File: src/rtl/sawtooth_phase_counter.sv
// Phase counter feeding the sawtooth generator: signed Q0.N_FRAC ramp
// with a programmable step, a sample prescaler and one-shot/continuous modes.
module sawtooth_phase_counter #(
    parameter int N_FRAC    = 7,
    parameter int DIV_WIDTH = 8
) (
    input  logic                 clk_i,
    input  logic                 rst_i,
    input  logic                 start_i,
    input  logic                 stop_i,
    input  logic                 oneshot_i,
    input  logic [N_FRAC-1:0]    step_i,
    input  logic [DIV_WIDTH-1:0] divider_i,
    output logic [N_FRAC:0]      counter_value_o,
    output logic                 counter_value_strobe_o,
    output logic                 wrap_o,
    output logic                 done_o,
    output logic                 busy_o
);

    typedef enum logic {
        ST_IDLE,
        ST_RUN
    } state_t;

    localparam logic [N_FRAC:0] RAMP_START = {1'b1, {N_FRAC{1'b0}}};

    state_t               r_state;
    state_t               w_state_nxt;
    logic [DIV_WIDTH-1:0] r_presc;
    logic [DIV_WIDTH-1:0] w_presc_nxt;
    logic [N_FRAC:0]      r_value;
    logic [N_FRAC:0]      w_value_nxt;
    logic                 r_oneshot;
    logic                 w_oneshot_nxt;
    logic                 r_strobe;
    logic                 w_strobe_nxt;
    logic                 r_wrap;
    logic                 w_wrap_nxt;
    logic                 r_done;
    logic                 w_done_nxt;
    logic                 r_busy;
    logic [N_FRAC+1:0]    w_sum;
    logic                 w_wrap;

    // One guard bit above the sign: the sum can only overflow upward.
    assign w_sum  = {r_value[N_FRAC], r_value} + {2'b00, step_i};
    assign w_wrap = (w_sum[N_FRAC+1:N_FRAC] == 2'b01);

    always_comb begin
        w_state_nxt   = r_state;
        w_presc_nxt   = r_presc;
        w_value_nxt   = r_value;
        w_oneshot_nxt = r_oneshot;
        w_strobe_nxt  = 1'b0;
        w_wrap_nxt    = 1'b0;
        w_done_nxt    = 1'b0;
        case (r_state)
            ST_IDLE: begin
                if (start_i && !stop_i) begin
                    w_state_nxt   = ST_RUN;
                    w_presc_nxt   = '0;
                    w_value_nxt   = RAMP_START;
                    w_oneshot_nxt = oneshot_i;
                    w_strobe_nxt  = 1'b1;
                end
            end
            ST_RUN: begin
                if (stop_i) begin
                    w_state_nxt = ST_IDLE;
                end else if (start_i) begin
                    w_presc_nxt   = '0;
                    w_value_nxt   = RAMP_START;
                    w_oneshot_nxt = oneshot_i;
                    w_strobe_nxt  = 1'b1;
                end else if (r_presc >= divider_i) begin
                    w_presc_nxt = '0;
                    if (r_oneshot && w_wrap) begin
                        w_done_nxt  = 1'b1;
                        w_state_nxt = ST_IDLE;
                    end else begin
                        w_value_nxt  = w_sum[N_FRAC:0];
                        w_strobe_nxt = 1'b1;
                        w_wrap_nxt   = w_wrap;
                    end
                end else begin
                    w_presc_nxt = r_presc + DIV_WIDTH'(1);
                end
            end
            default: begin
                w_state_nxt = ST_IDLE;
            end
        endcase
    end

    always_ff @(posedge clk_i) begin
        if (rst_i) begin
            r_state   <= ST_IDLE;
            r_presc   <= '0;
            r_value   <= '0;
            r_oneshot <= 1'b0;
            r_strobe  <= 1'b0;
            r_wrap    <= 1'b0;
            r_done    <= 1'b0;
            r_busy    <= 1'b0;
        end else begin
            r_state   <= w_state_nxt;
            r_presc   <= w_presc_nxt;
            r_value   <= w_value_nxt;
            r_oneshot <= w_oneshot_nxt;
            r_strobe  <= w_strobe_nxt;
            r_wrap    <= w_wrap_nxt;
            r_done    <= w_done_nxt;
            r_busy    <= (w_state_nxt == ST_RUN);
        end
    end

    assign counter_value_o        = r_value;
    assign counter_value_strobe_o = r_strobe;
    assign wrap_o                 = r_wrap;
    assign done_o                 = r_done;
    assign busy_o                 = r_busy;

endmodule

File: config.mk
export PLATFORM = sky130hd
export DESIGN_NAME = sawtooth_phase_counter
export DESIGN_NICKNAME = d
export VERILOG_FILES = /design/src/rtl/sawtooth_phase_counter.sv
export SDC_FILE = /design/constraint.sdc
export NUM_CORES = 1
export LEC_CHECK = 0
export ABC_CLOCK_PERIOD_IN_PS = 1900
export BUFFER_PORTS_ARGS = -buffer_cell sky130_fd_sc_hd__buf_2
export CORE_ASPECT_RATIO = 1.2
export CORE_MARGIN = 8
export CORE_UTILIZATION = 45
export DETAILED_ROUTE_END_ITERATION = 8
export PLACE_DENSITY = 0.75
export RECOVER_POWER = 100
export SLEW_MARGIN = 20
export SYNTH_ARGS = -nofsm -noshare
export SYNTH_HDL_FRONTEND = slang
export SYNTH_SLANG_ARGS = --single-unit
File: constraint.sdc
create_clock -name clk_i -period 1.9 [get_ports clk_i]
set_input_delay 0.19 -clock clk_i [delete_from_list [all_inputs] [get_ports clk_i]]
set_output_delay 0.19 -clock clk_i [all_outputs]
set_load 0.02 [all_outputs]
==> impl_metrics.json <==
{
  "status": "complete, but fails checks",
  "violations": "setup timing",
  "synthCells": 149,
  "whs_path_depth": 3,
  "hold_viol": 0,
  "synthArstFlopShare": 0,
  "io_pins": 32,
  "crit_required_ns": 2.11,
  "grt_pass1_wl_mm": 6.35,
  "fmax_mhz": 473,
  "ys_warn_count": 0,
  "final_common_cell": "buf_2",
  "synth-edff-count": 0,
  "p_leak_nw": 0.859,
  "diodes": 0,
  "rsz0062_at_grt": "true",
  "cp_data_arrival_time_ns": 2.32,
  "rows": 22,
  "hold_ws_ns": 0.117,
  "syn_avg_cell_area_um2": 9.62,
  "reg2reg_slack_ns": -0.22,
  "final_cell_mix": "23 x buf_2, 18 x buf_4, 16 x inv_1, 16 x dfxtp_1, 10 x nor3_1",
  "hp-start": "oneshot_i",
  "clock_sinks": 21,
  "wl_per_cell_um": 16.1,
  "vias": 1335,
  "synth-seq-cells": 21,
  "drt-initial-drc-count": 34,
  "drc": 0,
  "cpMaxStageDelayCell": "dfxtp_4",
  "synth_seq_area_share": 0.293,
  "max-cap-violations": 0,
  "cp_max_fo": 5,
  "dpl.hpwl_mm": 2.96,
  "period_share": 1.11,
  "drtAntennaViolNets": 0,
  "place_congestion": 0.821,
  "dieArea_um2": 5260,
  "synth_top_area_share": 0.293,
  "grt_util_all_layers": 0.149,
  "final_layout_size_suffix_gt1_frac": 0.460,
  "endpoint_kind": "register",
  "timing.slew.headroom": 0.639,
  "tns_ns": -1.55,
  "dpl_cell_area_um2": 1790,
  "cts_root_buf": "clkbuf_4",
  "slew_violations": 0,
  "clock_latency_ns": 0.31,
  "fin_cells": 238,
  "htreeDepth": 1,
  "routed_wl_mm": 3.83,
  "finalPower_w": 0.000852,
  "nets": 240,
  "tightest_slew_ns": 0.538,
  "slowest_delay_ns": 0.37,
  "reg2reg_to": "busy_o",
  "die_h_um": 77.8,
  "criticalPathCategory": "register to register",
  "path_clk_slew_ns": 0.13,
  "rr_startpoint": "counter_value_o[0]",
  "syn_area_um2": 1430,
  "min_to": "r_oneshot",
  "synthDistinctLibCells": 42,
  "clockBufferDepth": 2,
  "start_util": 0.469,
  "synth_area_leaders": "dfxtp_1 29%, ha_1 14%, o32ai_2 7.9%",
  "synth_flop_cell": "dfxtp_1",
  "cts_tree": "built",
  "fp.dieW_um": 67.5,
  "syn_nets": 186,
  "numPortBuffers": 31,
  "setup_viol": 10,
  "areaGrowthSynthToFinish_pct": 42.4,
  "worstRegToRegCells": 8,
  "yosys.area.top_type": "dfxtp_1",
  "antenna_found_initial": 0,
  "setup_slack_ns": -0.215,
  "cts-hold-fix-buffers": 0,
  "crit_path_start_kind": "register",
  "first_pass_iters": 4,
  "first_global_vias": 1424,
  "dp_cells": 226,
  "worstPathCellList": "ha_4, fa_2, a211oi_2, nor2_2, nor2_2, o32a_4, nor2_4, a2111oi_4",
  "cp_common_cell": "nor2_2",
  "ir_worst_vdd_mv": 0.306,
  "fin_crit_ns": 2.12,
  "drt-vias-per-instance": 5.61,
  "grt.overflow.total": 0,
  "hp-class": "primary input to register",
  "numCtsBuffers": 3,
  "stdcell_area_um2": 2040,
  "finClkSkew_ns": 0.00987,
  "core_area_um2": 3060,
  "p_per_area_nw_per_um2": 417,
  "grt_start_max_net_pins": 21
}
## final cells by class
| cell class | instances | area [um^2] |
|---|---|---|
| sequential | 21 | 432 |
| fill | 253 | 1010 |
| multi-input combinational | 106 | 1120 |
| inverter | 18 | 67.6 |
| clock buffer | 3 | 22.5 |
| tap | 36 | 45.0 |
| clock inverter | 1 | 5.00 |
| timing repair buffer | 53 | 352 |
## where the power goes
part	switching [W]	total [W]	leakage, nW	internal, W
Combinational	0.0000911	0.000176	0.668	0.0000848
Sequential	0.00000741	0.000453	0.173	0.000445
Clock	0.000145	0.000224	0.0177	0.0000785
Total	0.000244	0.000852	0.859	0.000608
## registers in the layout, indices dropped and copies added, names as in the netlist
register / flops
counter_value_strobe_o: 1
r_oneshot: 1
r_presc: 8
counter_value_o: 8
wrap_o: 1
done_o: 1
busy_o: 1
## worst max path at each step
| stage | start | end | cells after the start |
|---|---|---|---|
| final | counter_value_o[0] | busy_o | 8 |
| after global routing | counter_value_o[0] | busy_o | 8 |
| after CTS | r_presc[0] | counter_value_o[2] | 8 |
| after detailed placement | counter_value_o[1] | counter_value_o[4] | 6 |
| after global placement | counter_value_o[1] | counter_value_o[4] | 6 |
| after floorplan | counter_value_o[1] | counter_value_o[0] | 6 |
## worst max-delay path: cells and delay by family (launching register included)
family | cells | cell delay, ns
adders and majority gates | 2 | 0.52
DFF | 1 | 0.37
AOI/OAI and AO/OA | 3 | 0.84
and+or+nand+nor | 3 | 0.29
## logic make-up (layout without fill, tap and decap cells)
| logic type | after synthesis | after routing | synth area share |
|---|---|---|---|
| adders and majority gates | 17 | 17 | 0.154 |
| DFF | 21 | 21 | 0.293 |
| muxes | 1 | 1 | 0.00698 |
| xor gates and xnor gates | 10 | 10 | 0.0611 |
| AOI/OAI and AO/OA | 34 | 34 | 0.250 |
| and+or+nand+nor | 44 | 44 | 0.177 |
| buffers and inverters | 22 | 75 | 0.0585 |
## repair_timing
action	in CTS	in global routing
pin swaps	8	6
setup buffers	5	4
gates resized for setup	14	9
gates cloned	0	0
setup endpoints to repair	19	20
## routing by layer
layer	wire length, um	track usage	vias to the layer above	part of all wire
met4	93	0.0482	0	0.024
met1	1470	0.154	632	0.38
li1	-	-	657	-
met3	174	0.0259	10	0.045
met2	2090	0.284	36	0.55
met5	0	0	-	0
## Yosys cell counts (2+ instances only)
master	instances
and3_1	2
nor2_1	6
ha_1	16
nand4b_1	2
a211o_1	2
xor2_1	7
o21a_1	4
o32ai_2	7
dfxtp_1	21
a21oi_1	4
and4_1	2
xnor2_1	3
a21o_1	3
nand2_1	2
inv_1	18
nand4_1	4
nor3_1	11
o21ai_0	2
clkbuf_1	3
nand3_1	8
## per-stage QoR
stage	setup WS [ns]	utilization
4_1_cts	-0.146	0.649
5_1_grt	-0.261	0.668
2_1_floorplan	0.000276	-
6_report	-0.215	0.668
3_5_place_dp	-0.197	0.586
3_3_place_gp	-0.0667	0.586
Note: power is estimated with default switching activity, not from simulation.
